## src/rtl/ahb_mux_n.sv

```systemverilog
// AHB-Lite response multiplexor for N slaves: registers the address-phase select
// and routes the owning slave (or an internal ERROR-only default slave) to the master.
module ahb_mux_n #(
  parameter int AHB_DATA_WIDTH = 32,
  parameter int SLAVE_DEVICES  = 4,
  localparam int SLAVE_IDX_W   = (SLAVE_DEVICES > 1) ? $clog2(SLAVE_DEVICES) : 1
) (
  input  logic                                    ahb_clk_in,
  input  logic                                    ahb_rstn_in,
  input  logic [SLAVE_DEVICES-1:0]                decoder_sel_in,
  input  logic [1:0]                              ahb_htrans_in,
  input  logic [SLAVE_DEVICES*AHB_DATA_WIDTH-1:0] slave_rdata_in,
  input  logic [SLAVE_DEVICES-1:0]                slave_readyout_in,
  input  logic [SLAVE_DEVICES-1:0]                slave_resp_in,
  output logic [AHB_DATA_WIDTH-1:0]               ahb_rdata_out,
  output logic                                    ahb_ready_out,
  output logic                                    ahb_resp_out,
  output logic                                    sel_error_out
);

  typedef enum logic [1:0] {
    D_IDLE  = 2'd0,
    D_SLAVE = 2'd1,
    D_ERR1  = 2'd2,
    D_ERR2  = 2'd3
  } dstate_e;

  dstate_e                  state_q, state_d;
  logic [SLAVE_IDX_W-1:0]   sidx_q, sidx_d;
  logic                     sel_error_q, sel_error_d;

  logic [4:0]               sel_cnt;
  logic [SLAVE_IDX_W-1:0]   sel_idx;
  logic                     xfer_active;
  logic [AHB_DATA_WIDTH-1:0] slv_rdata;
  logic                     slv_ready;
  logic                     slv_resp;

  // NONSEQ and SEQ are the only transfer types that open a data phase.
  assign xfer_active = (ahb_htrans_in == 2'b10) || (ahb_htrans_in == 2'b11);

  always_comb begin
    sel_cnt = '0;
    sel_idx = '0;
    for (int i = 0; i < SLAVE_DEVICES; i++) begin
      if (decoder_sel_in[i]) begin
        sel_cnt = sel_cnt + 5'd1;
        sel_idx = SLAVE_IDX_W'(i);
      end
    end
  end

  always_comb begin
    slv_rdata = '0;
    slv_ready = 1'b1;
    slv_resp  = 1'b0;
    for (int i = 0; i < SLAVE_DEVICES; i++) begin
      if (sidx_q == SLAVE_IDX_W'(i)) begin
        slv_rdata = slave_rdata_in[i*AHB_DATA_WIDTH +: AHB_DATA_WIDTH];
        slv_ready = slave_readyout_in[i];
        slv_resp  = slave_resp_in[i];
      end
    end
  end

  always_comb begin
    ahb_rdata_out = '0;
    ahb_ready_out = 1'b1;
    ahb_resp_out  = 1'b0;
    case (state_q)
      D_SLAVE: begin
        ahb_rdata_out = slv_rdata;
        ahb_ready_out = slv_ready;
        ahb_resp_out  = slv_resp;
      end
      D_ERR1: begin
        ahb_ready_out = 1'b0;
        ahb_resp_out  = 1'b1;
      end
      D_ERR2: begin
        ahb_ready_out = 1'b1;
        ahb_resp_out  = 1'b1;
      end
      default: ;
    endcase
  end

  // A sample edge is any edge seen with HREADY high; it replaces the data phase outright.
  always_comb begin
    state_d     = state_q;
    sidx_d      = sidx_q;
    sel_error_d = 1'b0;
    if (ahb_ready_out) begin
      if (!xfer_active) begin
        state_d = D_IDLE;
      end else if (sel_cnt == 5'd1) begin
        state_d = D_SLAVE;
        sidx_d  = sel_idx;
      end else begin
        state_d     = D_ERR1;
        sel_error_d = (sel_cnt > 5'd1);
      end
    end else if (state_q == D_ERR1) begin
      state_d = D_ERR2;
    end
  end

  always_ff @(posedge ahb_clk_in or negedge ahb_rstn_in) begin
    if (!ahb_rstn_in) begin
      state_q     <= D_IDLE;
      sidx_q      <= '0;
      sel_error_q <= 1'b0;
    end else begin
      state_q     <= state_d;
      sidx_q      <= sidx_d;
      sel_error_q <= sel_error_d;
    end
  end

  assign sel_error_out = sel_error_q;

endmodule

```

## config.mk

```make
export PLATFORM = sky130hd
export DESIGN_NAME = ahb_mux_n
export DESIGN_NICKNAME = d
export VERILOG_FILES = /design/src/rtl/ahb_mux_n.sv
export SDC_FILE = /design/constraint.sdc
export NUM_CORES = 1
export LEC_CHECK = 0
export BUFFER_PORTS_ARGS = -buffer_cell sky130_fd_sc_hd__buf_4
export CAP_MARGIN = 20
export CORE_AREA = 2 2 69 71
export DETAILED_ROUTE_END_ITERATION = 10
export DIE_AREA = 0 0 71 73
export PLACE_DENSITY = 0.81
export SYNTH_ARGS = -nofsm -noshare
export SYNTH_HDL_FRONTEND = slang
export SYNTH_SLANG_ARGS = --single-unit
```

## constraint.sdc

```tcl
create_clock -name ahb_clk_in -period 2.8 [get_ports ahb_clk_in]
set_clock_uncertainty 0.15 [all_clocks]
set_input_delay 0.56 -clock ahb_clk_in [delete_from_list [all_inputs] [get_ports ahb_clk_in]]
set_output_delay 0.56 -clock ahb_clk_in [all_outputs]
set_load 0.005 [all_outputs]
```

==> metrics.txt, run 1 <==
Starting Density 0.313; Yosys warning total 0; port bufs between 150 and 200; Reg area ~130 um^2; post-route design area around 2900 um^2; root buf cell clkbuf_8; hpwl dp ~5000 um; worst-path fanout max 2; status finished clean; syn avg cell area ~11 um^2; GR Util All Layers 0.207; Vias about 1800; Post-CTS Setup Bufs 0; die width slightly above 70 um; fraction of layout cells with a size suffix above 1 0.765; number of H-tree levels 1; Synth cell types 29; Critical Path RT around 2.8 ns; Max Slew Vio Count 0; final hold vios 0; Die Y about 73 um; antenna cells 0; Area after DPL 2820 um^2; Peak VDD IR 370 uV; worst-margin pin slew 0.406 ns; maximum clock rate between 300 and 400 MHz; drt drc 0; die footprint 5180 um^2; Seq/Total Area, Yosys 0.0881; Cell Area, Synth 1420 um^2; Worst EP arrival roughly 2.6 ns; unrepaired setup endpoints after global routing no; routability congestion estimate from global placement ~0.79; final wirelength between 5000 and 6000 um; total CTS buffers 3; grt total ovfl 0; Startpoint Class input port; hold path startpoint ahb_htrans_in[1]; first-pass GRT wire length between 8000 and 9000 um; CP Capture Type register; Fillers between 300 and 400; Period Utilization, post-route 0.928; average wire per standard cell 16.0 um; Final TNS setup 0 ns; final setup fails 0; Sink Count 5; Nets 446; RR Startpoint sidx_q[0]; leakage approximately 1.5 nW; DRT antenna net count 0; CP Class in2reg; Setup crit start decoder_sel_in[0]; #FFs+latches synth 5; max_cap viols 0; Multi-input gate area between 1000 and 1500 um^2; Layout area overhead 102%; post-synthesis instance total approximately 120; HP Class in2reg; clk slew on worst S/H paths roughly 0.040 ns; drt pass-1 iters 4; syn_nets 271; TritonCTS clock tree built; Core ar. roughly 4500 um^2; power density over the cells 651 nW/um^2; Tmin final ~2.6 ns; largest net degree at the start of global routing 27; Max Buffers Root-to-Sink 2; insertion delay of the later-clocked pin in the worst-skew pair between 0.2 and 0.25 ns; Vias/cell 5.15; vias in the first global route 1907; FP Rows 25; Worst slew margin 0.729; Top Ports between 150 and 200; initial DRC count 29; initial antenna violation count 0
-- cell usage after synthesis (all sizes together) --
cell type  instances  area share
a211o              2       0.012
a211oi             1      0.0053
a21oi              2      0.0070
a31oi              1      0.0044
and3              34        0.15
and3b              1      0.0062
buf                8       0.032
clkbuf             9       0.025
dfrtp              5       0.088
ha                 3       0.026
inv                4       0.011
mux2               1       0.011
mux2i              1      0.0097
mux4              34        0.54
nand2              5       0.013
nand3              1      0.0035
nand3b             1      0.0053
nor2               4       0.012
nor2b              1      0.0044
nor3               1      0.0035
o21ai              1      0.0035
o21bai             1      0.0053
o311a              1      0.0070
xor2               2       0.012
-- logic make-up after synthesis --
kind of cell | synth area share
adder cells (fa/ha/maj) | 0.0264
AND/OR/NAND/NOR | 0.202
AO/OA/AOI/OAI | 0.0449
flip-flops | 0.0881
multiplexers | 0.559
buffers and inverters | 0.0670
XOR/XNOR | 0.0123
-- final timing paths --
check,cells after the start,slack [ns],to
worst min register to register,1,0.47,sidx_q[0]
worst min-delay path,3,0.43,state_q[0]
min in group asynchronous,2,0.53,state_q[0]
worst max register to register,5,0.84,sidx_q[0]
max in group asynchronous,2,1.85,sidx_q[0]
worst max-delay path,10,0.20,sidx_q[0]
-- area by class of cell --
| cell class | instances | area share |
|---|---|---|
| Clock buffer | 4 | 0.0157 |
| Inverter | 4 | 0.00523 |
| Multi-Input combinational cell | 98 | 0.418 |
| Sequential cell | 5 | 0.0440 |
| Tap cell | 54 | 0.0235 |
| Timing Repair Buffer | 187 | 0.494 |
-- repair_timing --
action                    CTS  global route
hold buffers                1             0
hold endpoints to repair    5             0
gates resized for setup     0             0
-- per-layer routing --
layer  global-route usage  wire, um  vias up
met1                0.232      2010      825
met4               0.0566       111        0
met5                    0         0        -
met3               0.0497       548       10
met2                0.393      2950      120
li1                     -         -      858
-- critical path, stage by stage --
cell	delay, ns
buf_4	0.09
inv_1	0.04
ha_1	0.32
xor2_1	0.17
ha_1	0.31
nand3b_1	0.17
o311a_1	0.13
nor3_1	0.25
and3_4	0.23
mux2_4	0.29
-- cell usage in the layout, fill, tap and decap left out, types with 2 or more instances in the layout --
cell type / count
nor2_1: 3
and3_1: 33
dfrtp_1: 4
clkbuf_8: 3
xor2_1: 2
a21oi_1: 2
a211o_1: 2
ha_1: 3
inv_1: 4
nand2_1: 5
mux4_2: 34
buf_4: 185
-- flip-flops by register name (all words and copies together) (netlist names) --
signal         cells
sel_error_out      1
sidx_q             2
state_q            2
-- metrics by stage --
step                worst slack, ns  instances  utilization  hold WS, ns  power [mW]
floorplan                    0.0335        124            -        0.114        1.13
global placement             0.0474        347        0.621        0.213        1.74
detailed placement          -0.0287        347        0.621        0.216        1.76
CTS                           0.199        352        0.633        0.429        1.90
global route                 0.0747        352        0.633        0.444        2.03
finish                        0.202        352        0.633        0.432        1.87
-- report_power, final --
group	switching (mW)	total (mW)	internal, mW
clock network	0.0359	0.134	0.0978
logic	0.587	1.57	0.988
registers	0.0546	0.161	0.106
No activity file was read; power rests on OpenSTA's default activity.
==> run 2, diff against run 1 <==
- CORE_AREA: 2 2 69 71 -> default
- CORE_MARGIN: default -> 5
- CORE_UTILIZATION: default -> 33
- CTS_BUF_LIST: default -> sky130_fd_sc_hd__clkbuf_4 sky130_fd_sc_hd__clkbuf_8 sky130_fd_sc_hd__clkbuf_16
- DIE_AREA: 0 0 71 73 -> default
- PLACE_DENSITY: 0.81 -> 0.82
- clock period: 2.8 -> 2.5 ns (I/O delays scaled with it)
==> metrics.txt, run 2 (synthesis gave the netlist of run 1 again) <==
die width 75.6 um; maximum clock rate about 420 MHz; Starting Density 0.348; final core utilization 0.720; drt pass-1 iters 4; port bufs 177; Max Slew Vio Count 0; CP Capture Type primary output; Nets 450; CP Class reg2out; largest net degree at the start of global routing 22; root buf cell clkbuf_8; Fillers a little under 300; die footprint ~5700 um^2; most common cell after layout, fill and taps aside buf_4; first-pass GRT wire length between 9000 and 10000 um; fraction of layout cells with a size suffix above 1 0.785; total CTS buffers 3; Worst EP arrival about 1.8 ns; HP Class in2reg; vias in the first global route roughly 2000; FP Rows 23; Vias/cell about 5.3; grt total ovfl 0; Post-CTS Setup Bufs 0; Crit path max-delay family multiplexers; Reg area between 100 and 150 um^2; Period Utilization, post-route 0.963; Worst slew margin 0.730; unrepaired setup endpoints after global routing no; antenna cells 0; worst-margin pin slew slightly above 0.4 ns; Core ar. roughly 4100 um^2; routability congestion estimate from global placement around 0.75; average wire per standard cell ~18 um; Vias about 1900; leakage 1.57 nW; DRT antenna net count 0; post-route design area 2940 um^2; max_cap viols 0; initial DRC count 55; final hold vios 0; Area after DPL between 2000 and 3000 um^2; TritonCTS clock tree built; CP Cell Sequence buf_12, mux4_2, and3_1, buf_4; Sink Count 5; Multi-input gate area 1220 um^2; Startpoint Class register; hpwl dp approximately 5700 um; worst-path fanout max 14; initial antenna violation count 0; power density over the cells between 700 and 800 nW/um^2; Slowest-stage cell, CP mux4_2; drt drc 0; Layout area overhead 107%; number of H-tree levels 1; Peak VDD IR 436 uV; GR Util All Layers 0.210; CP max stage delay 0.51 ns; Top Ports ~180; Critical Path RT 1.85 ns; crit path buf inv count 2; Max Buffers Root-to-Sink 2; Tmin final ~2.4 ns; final wirelength ~6400 um; commonest non-fill, non-tap cells in the layout 187 x buf_4, 34 x mux4_2, 33 x and3_1, 5 x nand2_1, 4 x dfrtp_1; Die Y between 70 and 80 um; final setup fails 0; status finished clean; clk slew on worst S/H paths about 0.030 ns; insertion delay of the later-clocked pin in the worst-skew pair ~0.22 ns
==> run 2: cell count changes in the layout (fill, tap and decap cells not counted), moves of 2 or more <==
cell and change:
inv_1 -2, buf_12 +2, inv_2 +2, buf_4 +2
==> run 2: metal layers <==
layer | global-route usage | wire [um] | up-vias
met3 | 0.0646 | 836 | 4
met2 | 0.407 | 3560 | 118
li1 | - | - | 870
met1 | 0.226 | 1990 | 862
met5 | 0 | 0 | -
met4 | 0.0350 | 50 | 0
==> run 2: final timing paths <==
check | startpoint | to | slack (ns) | depth (start not counted)
max | sidx_q[0] | ahb_rdata_out[10] | 0.09 | 4
min | ahb_htrans_in[1] | state_q[0] | 0.37 | 3
max reg2reg | sidx_q[0] | sidx_q[0] | 0.47 | 5
min reg2reg | state_q[1] | state_q[0] | 0.48 | 2
max in group asynchronous | ahb_rstn_in | sidx_q[0] | 1.60 | 2
min in group asynchronous | ahb_rstn_in | sel_error_out | 0.48 | 2
==> run 2: through the flow <==
stage / std cells / TNS [ns] / power (mW) / hold slack [ns] / setup WS (ns)
2_1_floorplan: 124 / 0 / 1.27 / 0.0544 / 0.00630
3_3_place_gp: 347 / -0.0887 / 2.05 / 0.152 / -0.0887
3_5_place_dp: 347 / -0.162 / 2.09 / 0.154 / -0.142
4_1_cts: 352 / 0 / 2.25 / 0.367 / 0.0708
5_1_grt: 352 / 0 / 2.40 / 0.390 / 0.0198
6_report: 352 / 0 / 2.22 / 0.367 / 0.0918
==> run 2: report_power, final <==
part           switching, mW  total [mW]  internal [mW]
combinational          0.686        1.87           1.18
sequential            0.0759       0.195          0.119
clock                 0.0360       0.156          0.120
==> run 2: area by class of cell <==
type	instances	area share
multi-input cells	98	0.414
inverters	4	0.00510
repair buffers	191	0.501
well taps	50	0.0212
flip-flops and latches	5	0.0429
clock buffers	4	0.0166
==> run 2: repair_timing <==
item                                    in CTS  in global routing
hold buffers                                 1                  0
endpoints found under the setup margin       0                  1
resized for setup                            0                  2
hold endpoints to repair                     5                  0
==> run 2: worst register-to-register path, delay by kind of cell (launching register included) <==
| family | cells | cell delay (ns) |
|---|---|---|
| flip-flops | 1 | 0.49 |
| AND/OR/NAND/NOR | 2 | 0.32 |
| multiplexers | 3 | 0.93 |
